**src/rtl/row_clear_seq.sv**
```systemverilog
// In-place line-clear engine: drops full rows, shifts survivors down, zero-fills the top.
// Optional ROW_CLEAR_SCORE_EN adds a registered score_inc output.
module row_clear_seq #(
  parameter int ROWS = 22,
  parameter int COLS = 10,
  parameter int AW   = $clog2(ROWS),
  parameter int CW   = $clog2(ROWS + 1)
) (
  input  logic            Clk,
  input  logic            Reset,
  input  logic            start,
  input  logic [ROWS-1:0] full_rows,
  output logic            busy,
  output logic            done,
  output logic [CW-1:0]   clear_count,
  output logic [AW-1:0]   rd_addr,
  input  logic [COLS-1:0] rd_data,
  output logic            wr_en,
  output logic [AW-1:0]   wr_addr,
  output logic [COLS-1:0] wr_data
`ifdef ROW_CLEAR_SCORE_EN
  ,
  output logic [10:0]     score_inc
`endif
);

  typedef enum logic [2:0] {
    IDLE, SCAN, WRITE, FILL, DONE
  } state_t;

  localparam logic [AW-1:0] LAST  = AW'(ROWS - 1);
  localparam logic [CW-1:0] WLAST = CW'(ROWS - 1);

  state_t          state;
  logic [ROWS-1:0] mask;
  logic [AW-1:0]   r;
  logic [AW-1:0]   rd_q;
  logic [CW-1:0]   w;
  logic [CW-1:0]   cnt;

  logic          at_last;
  logic          in_place;
  logic          enter_done;
  logic [CW-1:0] w_inc;

  assign at_last  = (r == LAST);
  assign in_place = (CW'(r) == w);
  assign w_inc    = w + 1'b1;

  // Only an in-place top row or the last fill write can end the run.
  assign enter_done =
    (state == SCAN && !mask[r] && in_place && at_last) ||
    (state == FILL && w == WLAST);

  assign busy    = (state != IDLE);
  assign done    = (state == DONE);
  assign wr_en   = (state == WRITE) || (state == FILL);
  assign wr_addr = w[AW-1:0];
  assign wr_data = (state == WRITE) ? rd_data : '0;
  assign rd_addr = (state == SCAN) ? r : rd_q;

  always_ff @(posedge Clk or posedge Reset) begin
    if (Reset) begin
      state <= IDLE;
      mask  <= '0;
      r     <= '0;
      w     <= '0;
      cnt   <= '0;
      rd_q  <= '0;
    end else begin
      rd_q <= rd_addr;
      unique case (state)
        IDLE: if (start) begin
          mask  <= full_rows;
          r     <= '0;
          w     <= '0;
          cnt   <= '0;
          state <= SCAN;
        end
        SCAN: begin
          if (mask[r]) begin
            cnt <= cnt + 1'b1;
            r   <= r + 1'b1;
            if (at_last) state <= FILL;
          end else if (in_place) begin
            r <= r + 1'b1;
            w <= w_inc;
            if (at_last) state <= DONE;
          end else begin
            state <= WRITE;
          end
        end
        WRITE: begin
          r     <= r + 1'b1;
          w     <= w_inc;
          state <= at_last ? FILL : SCAN;
        end
        FILL: begin
          w <= w_inc;
          if (enter_done) state <= DONE;
        end
        DONE:    state <= IDLE;
        default: state <= IDLE;
      endcase
    end
  end

`ifdef ROW_CLEAR_SCORE_EN
  function automatic logic [10:0] score_of(input logic [CW-1:0] c);
    if (c == '0)            return 11'd0;
    else if (c == CW'(1))   return 11'd40;
    else if (c == CW'(2))   return 11'd100;
    else if (c == CW'(3))   return 11'd300;
    else                    return 11'd1200;
  endfunction
`endif

  always_ff @(posedge Clk or posedge Reset) begin
    if (Reset) begin
      clear_count <= '0;
`ifdef ROW_CLEAR_SCORE_EN
      score_inc   <= '0;
`endif
    end else if (enter_done) begin
      clear_count <= cnt;
`ifdef ROW_CLEAR_SCORE_EN
      score_inc   <= score_of(cnt);
`endif
    end
  end

endmodule

```
**config.mk**
```make
export PLATFORM = sky130hd
export DESIGN_NAME = row_clear_seq
export DESIGN_NICKNAME = d
export VERILOG_FILES = /design/src/rtl/row_clear_seq.sv
export SDC_FILE = /design/constraint.sdc
export NUM_CORES = 1
export LEC_CHECK = 0
export BUFFER_PORTS_ARGS = -buffer_cell sky130_fd_sc_hd__buf_2
export CAP_MARGIN = 20
export CELL_PAD_IN_SITES_DETAIL_PLACEMENT = 0
export CELL_PAD_IN_SITES_GLOBAL_PLACEMENT = 1
export CORE_AREA = 2 2 81 83
export DETAILED_ROUTE_END_ITERATION = 10
export DIE_AREA = 0 0 83 85
export PLACE_DENSITY = 0.85
export SYNTH_ARGS = -nofsm -noshare
export SYNTH_HDL_FRONTEND = slang
export SYNTH_SLANG_ARGS = --single-unit
```
**constraint.sdc**
```tcl
create_clock -name Clk -period 3.84 [get_ports Clk]
set_input_delay 1.152 -clock Clk [delete_from_list [all_inputs] [get_ports Clk]]
set_output_delay 1.152 -clock Clk [all_outputs]
set_load 0.005 [all_outputs]
```
==> results of run 1 <==
==> cell type report <==
type	instances	area [sq um]	area share, %
Timing Repair Buffer	65	345	11.2
Sequential cell	50	1250	40.4
Inverter	7	26.3	0.849
Clock buffer	6	82.6	2.67
Clock inverter	2	12.5	0.404
Multi-Input combinational cell	205	1280	41.4
Tap cell	77	96.3	3.11
==> routing by layer <==
layer	track usage [%]	vias to the layer above
met5	0	-
met4	4.17	0
met3	3.50	6
met2	28.6	57
met1	22.1	982
li1	-	1056
==> power groups by stage <==
stage / Combinational, mW / Clock, mW / Sequential [mW]
2_1_floorplan: 0.808 / 0 / 0.888
3_3_place_gp: 1.00 / 0 / 0.961
3_5_place_dp: 1.03 / 0 / 0.970
4_1_cts: 1.03 / 0.332 / 0.960
5_1_grt: 1.17 / 0.351 / 0.995
6_report: 1.03 / 0.319 / 0.957
==> state kept, by name, summed over array words and instances (netlist names) <==
name         count
clear_count      5
cnt              5
mask            22
r                5
rd_q             5
state            3
wr_addr          5
==> cell usage after synthesis (3+ instances only) <==
library cell,instances,area share [%]
a211oi_1,3,0.86
ha_1,5,2.4
clkbuf_1,9,1.3
inv_1,7,1.0
and2_1,3,0.72
nand2_1,87,13
nor2_1,11,1.6
nand4_1,3,0.72
nand2b_1,3,0.72
and3_1,14,3.4
xnor2_1,4,1.3
nor3_1,3,0.58
nor2b_1,4,0.96
mux2_2,9,3.9
o21ai_0,6,1.2
nand3_1,5,0.96
dfrtp_1,50,48
a31o_2,3,1.0
xor2_1,3,1.0
or3_1,4,0.96
a21oi_1,7,1.3
==> critical path: cells and delay by family (launching register included) <==
family | cells | cell delay (ns)
and+or+nand+nor | 1 | 0.59
buffers and inverters | 2 | 0.33
AOI/OAI and AO/OA | 1 | 0.29
DFF | 1 | 0.42
==> metrics by stage <==
stage                     std cells  hold slack [ns]
after floorplan                 274            0.437
after global placement          403            0.452
after detailed placement        403            0.456
after CTS                       411            0.480
after global routing            412            0.494
final                           412            0.478
==> kinds of logic after synthesis <==
kind of cell | share of synthesized area, %
AOI/OAI and AO/OA | 11.1
xor gates and xnor gates | 2.35
adders and majority gates | 2.40
muxes | 8.39
DFF | 47.9
buffers and inverters | 3.02
and+or+nand+nor | 24.8
==> path summary, 6_finish.rpt <==
check,startpoint,end,slack (ns)
setup / recovery,state[0],rd_addr[3],0.76
hold / removal,mask[20],mask[20],0.48
setup reg to reg,r[0],clear_count[2],0.87
hold reg to reg,mask[20],mask[20],0.48
max in group asynchronous,Reset,rd_q[3],2.49
min in group asynchronous,Reset,mask[8],0.83
==> results.sh, run 1 <==
export IMPL_layout_worst_path_cycle_share_pct=80.3
export IMPL_leakage_nw=1.63
export IMPL_routed_top_layer="met4"
export IMPL_postSynth_asyncResetShare_pct=100
export IMPL_grt_setup_unrepaired="no"
export IMPL_net_count_reported_at_finish=374
export IMPL_cts_htree_levels=2
export IMPL_finalHoldViolations=0
export IMPL_path_cells="inv_1 -> or3_1 -> o21ai_0 -> buf_2"
export IMPL_final_cell_area_sq_um=3090
export IMPL_grt_max_degree=51
export IMPL_wl_um=5610
export IMPL_setup_ws_ns=0.755
export IMPL_ios=63
export IMPL_required_ns=2.69
export IMPL_ctsRootBufferMaster="clkbuf_8"
export IMPL_nature_of_the_critical_path_startpoint="flip-flop"
export IMPL_cts_setup_buffers=0
export IMPL_route_antenna_remaining_nets=0
export IMPL_overflow=0
export IMPL_cts_resized=0
export IMPL_power_switching_uw=932
export IMPL_initial_core_util_pct=42.1
export IMPL_pwr_share_comb_pct=44.6
export IMPL_critical_path_max_stage_delay_ns=0.59
export IMPL_drt_iter0_drc=135
export IMPL_fill_count=571
export IMPL_tritoncts="yes"
export IMPL_postSynthRegisterBits=50
export IMPL_vias=2101
export IMPL_syn_num_nets=314
export IMPL_grt_first_pass_wirelength_um=9730
export IMPL_worst_setup_path_type="flip-flop to output pin"
export IMPL_timing_critical_path_fanout_max=14
export IMPL_gp_routability_congestion=0.747
export IMPL_ctsHoldBuffers=0
export IMPL_ys_seq_area_share_pct=47.9
export IMPL_wl_per_cell_um=13.6
export IMPL_avgViaCountPerCell=5.10
export IMPL_area_of_the_placeable_core_sq_um=6200
export IMPL_timing_critical_path_slowest_stage_cell="or3_1"
export IMPL_setup_tns_final_ns=0
export IMPL_max_freq_mhz=324
export IMPL_worst_slew_margin_rel_pct=39.0
export IMPL_min_delay_path_class="flip-flop to flip-flop"
export IMPL_detailed_place_hpwl_um=3920
export IMPL_synth_warnings=0
export IMPL_post_synthesis_instance_area_sq_um=2610
export IMPL_irDropWorstVdd_uv=277
export IMPL_final_common_cell="nand2_1"
export IMPL_detailroute_wirelength_met2_um=2670
export IMPL_netlist_cell_type_count=45
export IMPL_cellPowerDensity_nw_per_um2=744
export IMPL_ant_cells=0
export IMPL_post_synth_inst_count=274
export IMPL_globalRouteTotalUtil_pct=16.8
export IMPL_clock_tree_buffer_depth=2
export IMPL_worst_setup_hold_path_clk_slew_ns=0.09
export IMPL_synth_ff_type="dfrtp_1"
export IMPL_final_layout_size_suffix_gt1_share_pct=28.7
export IMPL_area_growth_syn_to_layout_pct=18.6
export IMPL_worstRegToRegCells=6
export IMPL_p_int_mw=1.37
export IMPL_final_max_slew_violation_count=0
export IMPL_share_seq_of_total_power_pct=41.5
export IMPL_grt_antenna_before_repair=0
export IMPL_cts_sinks=50
export IMPL_drt_pass1_iter_count=4
export IMPL_std_cell_rows=29
export IMPL_synth_edf_count=0
export IMPL_setup_viol=0
export IMPL_clock_skew_final_ns=0.00912
export IMPL_clock_power_share_pct=13.9
export IMPL_final_core_util_pct=49.9
export IMPL_final_period_minus_worst_setup_slack_ns=3.08
export IMPL_dp_slack_ns=0.872
export IMPL_min_path_cells=2
export IMPL_inserted_clock_buffers=5
export IMPL_fp_dieArea_sq_um=7060
export IMPL_power_total_mw=2.30
export IMPL_met3_routed_wirelength_um=263
export IMPL_die_w_um=83
export IMPL_wl_met1_um=2620
export IMPL_worst_skew_pair_late_latency_ns=0.30
export IMPL_swShare_pct=40.5
export IMPL_mostFrequentLayoutCells="87 x nand2_1, 62 x buf_2, 50 x dfrtp_1"
export IMPL_timing_worst_slew_pin_value_ns=0.915
export IMPL_outcome="finished, final reports clean"
export IMPL_max_cap_viol_count=0
export IMPL_detailed_place_area_sq_um=2980
export IMPL_portBuffers=62
export IMPL_synthesis_area_per_instance_sq_um=9.53
export IMPL_die_outline_height_um=85
export IMPL_via_count_of_the_first_global_routing_pass=2086
export IMPL_critical_path_endpoint_type="output pin"
export IMPL_data_arrival_at_the_endpoint_of_the_critical_path_ns=1.93
export IMPL_drcViolationCount=0
Note: power is estimated with default switching activity, not from simulation.
==> run 2: changes to the inputs <==
--- a/config.mk
+++ b/config.mk
@@ -9,10 +9,10 @@
 export CAP_MARGIN = 20
 export CELL_PAD_IN_SITES_DETAIL_PLACEMENT = 0
 export CELL_PAD_IN_SITES_GLOBAL_PLACEMENT = 1
-export CORE_AREA = 2 2 81 83
+export CORE_AREA = 2 2 84 86
 export DETAILED_ROUTE_END_ITERATION = 10
-export DIE_AREA = 0 0 83 85
-export PLACE_DENSITY = 0.85
+export DIE_AREA = 0 0 86 88
+export PLACE_DENSITY = 0.8
 export SYNTH_ARGS = -nofsm -noshare
 export SYNTH_HDL_FRONTEND = slang
 export SYNTH_SLANG_ARGS = --single-unit
==> constraint.sdc (replaced) <==
create_clock -name Clk -period 3.1 [get_ports Clk]
set_input_delay 0.93 -clock Clk [delete_from_list [all_inputs] [get_ports Clk]]
set_output_delay 0.93 -clock Clk [all_outputs]
set_load 0.005 [all_outputs]
==> results.sh, run 2 (synthesis gave the netlist of run 1 again) <==
export IMPL_die_outline_height_um=88
export IMPL_path_buf_inv=2
export IMPL_ant_cells=0
export IMPL_top_register="mask"
export IMPL_setup_tns_final_ns=0
export IMPL_setup_viol=0
export IMPL_routed_top_layer="met4"
export IMPL_drt_pass1_iter_count=4
export IMPL_min_delay_path_class="flip-flop to flip-flop"
export IMPL_area_of_the_placeable_core_sq_um=6640
export IMPL_data_arrival_at_the_endpoint_of_the_critical_path_ns=1.89
export IMPL_min_path_cells=2
export IMPL_ios=63
export IMPL_clock_tree_buffer_depth=2
export IMPL_largest_reg_flops=22
export IMPL_cp_top_family="simple AND/OR/NAND/NOR gates"
export IMPL_tritoncts="yes"
export IMPL_cts_htree_levels=2
export IMPL_worstRegToRegCells=6
export IMPL_drt_iter0_drc=100
export IMPL_avgViaCountPerCell=5.11
export IMPL_grt_setup_unrepaired="no"
export IMPL_wl_um=5880
export IMPL_fp_dieArea_sq_um=7570
export IMPL_worst_r2r_endpoint="clear_count[1]"
export IMPL_wl_met1_um=2770
export IMPL_setup_ws_ns=0.279
export IMPL_worst_setup_path_type="flip-flop to output pin"
export IMPL_worst_skew_pair_late_latency_ns=0.31
export IMPL_drcViolationCount=0
export IMPL_final_period_minus_worst_setup_slack_ns=2.82
export IMPL_timing_critical_path_fanout_max=14
export IMPL_regToRegStartpoint="r[0]"
export IMPL_max_cap_viol_count=0
export IMPL_detailed_place_hpwl_um=4230
export IMPL_nature_of_the_critical_path_startpoint="flip-flop"
export IMPL_irDropWorstVdd_uv=395
export IMPL_vias=2138
export IMPL_grt_antenna_before_repair=0
export IMPL_grt_max_degree=32
export IMPL_timing_reg2reg_setup_slack_ns=0.40
export IMPL_cts_sinks=50
export IMPL_fill_count=648
export IMPL_cellPowerDensity_nw_per_um2=943
export IMPL_final_layout_size_suffix_gt1_share_pct=29.3
export IMPL_overflow=0
export IMPL_worst_slew_margin_rel_pct=45.8
export IMPL_max_freq_mhz=354
export IMPL_layout_worst_path_cycle_share_pct=91.0
export IMPL_inserted_clock_buffers=5
export IMPL_finalHoldViolations=0
export IMPL_initial_core_util_pct=39.3
export IMPL_critical_path_max_stage_delay_ns=0.51
export IMPL_leakage_nw=1.65
export IMPL_area_growth_syn_to_layout_pct=20.3
export IMPL_path_cells="inv_1 -> or3_4 -> o21ai_0 -> buf_2"
export IMPL_globalRouteTotalUtil_pct=16.6
export IMPL_via_count_of_the_first_global_routing_pass=2099
export IMPL_outcome="finished, final reports clean"
export IMPL_timing_critical_path_slowest_stage_cell="or3_4"
export IMPL_met3_routed_wirelength_um=323
export IMPL_detailed_place_area_sq_um=3030
export IMPL_dp_slack_ns=0.418
export IMPL_net_count_reported_at_finish=377
export IMPL_gp_routability_congestion=0.789
export IMPL_portBuffers=62
export IMPL_die_w_um=86
export IMPL_ctsRootBufferMaster="clkbuf_8"
export IMPL_mostFrequentLayoutCells="87 x nand2_1, 62 x buf_2, 50 x dfrtp_1"
export IMPL_wl_per_cell_um=14.1
export IMPL_clock_skew_final_ns=0.00475
export IMPL_detailroute_wirelength_met2_um=2690
export IMPL_worst_setup_hold_path_clk_slew_ns=0.09
export IMPL_std_cell_rows=30
export IMPL_required_ns=2.17
export IMPL_route_antenna_remaining_nets=0
export IMPL_grt_first_pass_wirelength_um=9840
export IMPL_final_cell_area_sq_um=3140
export IMPL_final_common_cell="nand2_1"
export IMPL_final_max_slew_violation_count=0
export IMPL_holdPathEnd="rd_q[4]"
export IMPL_finalHoldWorstSlack_ns=0.480
export IMPL_timing_worst_slew_pin_value_ns=0.809
export IMPL_hold_start="rd_q[4]"
export IMPL_critical_path_endpoint_type="output pin"
==> run 2: metal layers <==
layer	vias up	global-route usage, %
met1	1006	22.3
met4	0	5.92
li1	1062	-
met5	-	0
met2	60	26.8
met3	10	3.68
==> run 2: how the worst max path moves through the flow <==
stage,startpoint,endpoint,slack (ns),depth (start not counted)
after floorplan,r[0],clear_count[0],0.65,7
after global placement,r[0],clear_count[0],0.49,6
after detailed placement,r[0],clear_count[1],0.42,6
after CTS,state[0],rd_addr[3],0.08,4
after global routing,state[0],rd_addr[3],0.18,4
final,state[0],rd_addr[3],0.28,4
==> run 2: final cells by class <==
type                       count  area [sq um]  share of cell area [%]
tap                           80           100                    3.19
clock inverter                 2          37.5                    1.20
inverter                       7          26.3                   0.837
clock buffer                   6          72.6                    2.31
sequential                    50          1250                    39.8
multi-input combinational    205          1280                    40.9
timing repair buffer          68           368                    11.7
==> run 2: stage by stage <==
stage / power (mW) / std cells / util [%]
floorplan: 2.10 / 274 / -
global placement: 2.48 / 410 / 45.5
detailed placement: 2.51 / 410 / 45.5
CTS: 2.98 / 418 / 47.2
global route: 3.22 / 418 / 47.3
finish: 2.96 / 418 / 47.3
==> run 2: what timing repair did <==
item / 4_1_cts / 5_1_grt
endpoints found under the setup margin: 0 / 1
hold buffers: 0 / 0
gates resized for setup: 0 / 1
buffers inserted: 0 / 0
hold endpoints to repair: 0 / 0
==> run 2: tightest hold or removal path: cells and delay by family (launching register included) <==
kind	cells	cell delay [ns]
flops	1	0.33
simple gates	2	0.12
==> run 2: power breakdown <==
part | switching [mW] | total [mW] | leakage, nW | internal, mW
logic | 0.701 | 1.32 | 0.976 | 0.623
clock network | 0.219 | 0.460 | 0.0514 | 0.241
registers | 0.253 | 1.18 | 0.623 | 0.923
==> run 3: changes to the inputs <==
==> config.mk (replaced) <==
export PLATFORM = sky130hd
export DESIGN_NAME = row_clear_seq
export DESIGN_NICKNAME = d
export VERILOG_FILES = /design/src/rtl/row_clear_seq.sv
export SDC_FILE = /design/constraint.sdc
export NUM_CORES = 1
export LEC_CHECK = 0
export ABC_AREA = 1
export BUFFER_PORTS_ARGS = -buffer_cell sky130_fd_sc_hd__buf_2
export CAP_MARGIN = 20
export CELL_PAD_IN_SITES_DETAIL_PLACEMENT = 0
export CELL_PAD_IN_SITES_GLOBAL_PLACEMENT = 1
export CORE_AREA = 2 2 88 90
export DETAILED_ROUTE_END_ITERATION = 10
export DIE_AREA = 0 0 90 92
export PLACE_DENSITY = 0.79
export SYNTH_ARGS = -nofsm -noshare
export SYNTH_HDL_FRONTEND = slang
export SYNTH_SLANG_ARGS = --single-unit
==> results.sh, run 3 <==
export IMPL_outcome="finished, final reports clean"
export IMPL_final_layout_size_suffix_gt1_share_pct=24.8
export IMPL_hold_start="rd_q[4]"
export IMPL_largest_area_contributor_in_the_netlist="dfrtp_1"
export IMPL_nature_of_the_critical_path_startpoint="flip-flop"
export IMPL_power_total_mw=2.70
export IMPL_regToRegStartpoint="wr_addr[1]"
export IMPL_gp_routability_congestion=0.791
export IMPL_final_period_minus_worst_setup_slack_ns=2.78
export IMPL_drt_pass1_iter_count=4
export IMPL_setup_tns_final_ns=0
export IMPL_synth_edf_count=0
export IMPL_via_count_of_the_first_global_routing_pass=2231
export IMPL_ios=63
export IMPL_cts_setup_buffers=0
export IMPL_top_register="mask"
export IMPL_max_freq_mhz=359
export IMPL_grt_first_pass_wirelength_um=10300
export IMPL_min_path_cells=2
export IMPL_min_delay_path_class="flip-flop to flip-flop"
export IMPL_cellPowerDensity_nw_per_um2=837
export IMPL_tritoncts="yes"
export IMPL_worst_slew_margin_rel_pct=57.3
export IMPL_biggest_area_contributors_in_the_synthesized_netlist="dfrtp_1 45%, nand2_1 12%, nor2_1 6.4%, inv_1 5.5%, nand3_1 5.1%"
export IMPL_net_count_reported_at_finish=446
export IMPL_wl_um=5930
export IMPL_worstRegToRegCells=9
export IMPL_synthesis_area_per_instance_sq_um=7.98
export IMPL_portBuffers=62
export IMPL_ys_seq_area_share_pct=45.4
export IMPL_initial_core_util_pct=37.0
export IMPL_mostFrequentLayoutCells="87 x nand2_1, 62 x buf_2, 50 x dfrtp_1"
export IMPL_fp_dieArea_sq_um=8280
export IMPL_std_cell_rows=32
export IMPL_die_w_um=90
export IMPL_avgViaCountPerCell=4.55
export IMPL_globalRouteTotalUtil_pct=15.3
export IMPL_detailed_place_hpwl_um=4290
export IMPL_post_synthesis_instance_area_sq_um=2750
export IMPL_irDropWorstVdd_uv=244
export IMPL_leakage_nw=1.79
export IMPL_required_ns=2.17
export IMPL_final_max_slew_violation_count=0
export IMPL_grt_setup_unrepaired="no"
export IMPL_clock_tree_buffer_depth=2
export IMPL_post_synth_top_area_fraction_pct=45.4
export IMPL_route_antenna_remaining_nets=0
export IMPL_post_synth_inst_count=345
export IMPL_ant_cells=0
export IMPL_timing_critical_path_fanout_max=16
export IMPL_setup_viol=0
export IMPL_ctsRootBufferMaster="clkbuf_8"
export IMPL_largest_reg_flops=22
export IMPL_worst_setup_path_type="flip-flop to output pin"
export IMPL_layout_worst_path_cycle_share_pct=89.8
export IMPL_holdPathEnd="rd_q[4]"
export IMPL_netlist_cell_type_count=30
export IMPL_max_cap_viol_count=0
export IMPL_postSynth_asyncResetShare_pct=100
export IMPL_vias=2318
export IMPL_postSynthRegisterBits=50
export IMPL_timing_reg2reg_setup_slack_ns=1.16
export IMPL_synth_ff_type="dfrtp_1"
export IMPL_post_synth_top_count_cell="nand2_1"
export IMPL_drcViolationCount=0
export IMPL_timing_worst_slew_pin_value_ns=0.641
export IMPL_clock_skew_final_ns=0.00642
export IMPL_die_outline_height_um=92
export IMPL_worst_skew_pair_late_latency_ns=0.31
export IMPL_worst_setup_hold_path_clk_slew_ns=0.09
export IMPL_cts_resized=0
export IMPL_final_common_cell="nand2_1"
export IMPL_finalHoldViolations=0
export IMPL_grt_max_degree=51
export IMPL_worst_r2r_endpoint="state[1]"
export IMPL_data_arrival_at_the_endpoint_of_the_critical_path_ns=1.85
export IMPL_ctsHoldBuffers=0
export IMPL_syn_num_nets=385
export IMPL_synthTopCellsByCount="87 x nand2_1, 50 x dfrtp_1, 47 x nor2_1, 40 x inv_1, 28 x nand3_1"
export IMPL_grt_antenna_before_repair=0
export IMPL_synth_warnings=0
export IMPL_wl_per_cell_um=11.7
export IMPL_inserted_clock_buffers=5
export IMPL_cts_htree_levels=2
export IMPL_area_of_the_placeable_core_sq_um=7450
export IMPL_area_growth_syn_to_layout_pct=17.2
export IMPL_cts_sinks=50
export IMPL_critical_path_endpoint_type="output pin"
export IMPL_drt_iter0_drc=101
export IMPL_overflow=0
==> run 3: routing by layer <==
metal  up-vias  share of wire [%]  wire, um  global-route usage (%)
met1      1079                 48      2830                    20.0
met2        31                 48      2820                    25.6
met4         0                1.2        74                    4.23
met5         -                  0         0                       0
met3         5                3.4       203                    3.45
li1       1203                  -         -                       -
==> run 3: critical path: stages (launching register included) <==
cell and delay, ns:
dfrtp_1 0.40, inv_1 0.09, nor2_1 0.19, nand2_1 0.36
o21ai_0 0.34, buf_2 0.16
==> run 3: worst max path at each step <==
| stage | startpoint | endpoint | slack, ns | cells past startpoint |
|---|---|---|---|---|
| after floorplan | Reset | clear_count[0] | 0.97 | 1 |
| after global placement | state[0] | rd_addr[2] | 0.72 | 5 |
| after detailed placement | state[0] | rd_addr[2] | 0.65 | 5 |
| after CTS | state[0] | rd_addr[2] | 0.30 | 5 |
| after global routing | state[0] | rd_addr[3] | 0.12 | 5 |
| final | state[0] | rd_addr[3] | 0.32 | 5 |
==> run 3: kinds of logic after synthesis <==
kind of cell	Yosys count	share of synthesized area (%)
and+or+nand+nor	184	30.1
muxes	12	4.91
AOI/OAI and AO/OA	31	5.63
xor gates and xnor gates	10	3.18
DFF	50	45.4
buffers and inverters	53	8.50
adders and majority gates	5	2.27
==> run 3: stage by stage <==
stage | util [%] | hold WS (ns) | cells | setup WS [ns] | cell area, sq um
floorplan | - | 0.474 | 345 | 0.969 | 2750
global placement | 42.2 | 0.475 | 501 | 0.723 | 3140
detailed placement | 42.2 | 0.481 | 501 | 0.651 | 3140
CTS | 43.3 | 0.505 | 509 | 0.301 | 3230
global route | 43.3 | 0.517 | 509 | 0.118 | 3230
finish | 43.3 | 0.498 | 509 | 0.316 | 3230
==> run 3: power breakdown <==
group,total (mW),leakage (nW),internal [mW],switching [mW]
Combinational,1.31,1.13,0.490,0.818
Sequential,1.01,0.616,0.858,0.152
Clock,0.384,0.0452,0.160,0.224
Total,2.70,1.79,1.51,1.19
==> run 3: final cells by class <==
| cell class | instances | area, sq um |
|---|---|---|
| Clock buffer | 6 | 72.6 |
| Clock inverter | 2 | 13.8 |
| Fill cell | 780 | 4220 |
| Inverter | 42 | 160 |
| Multi-Input combinational cell | 242 | 1270 |
| Sequential cell | 50 | 1250 |
| Tap cell | 102 | 128 |
| Timing Repair Buffer | 65 | 333 |
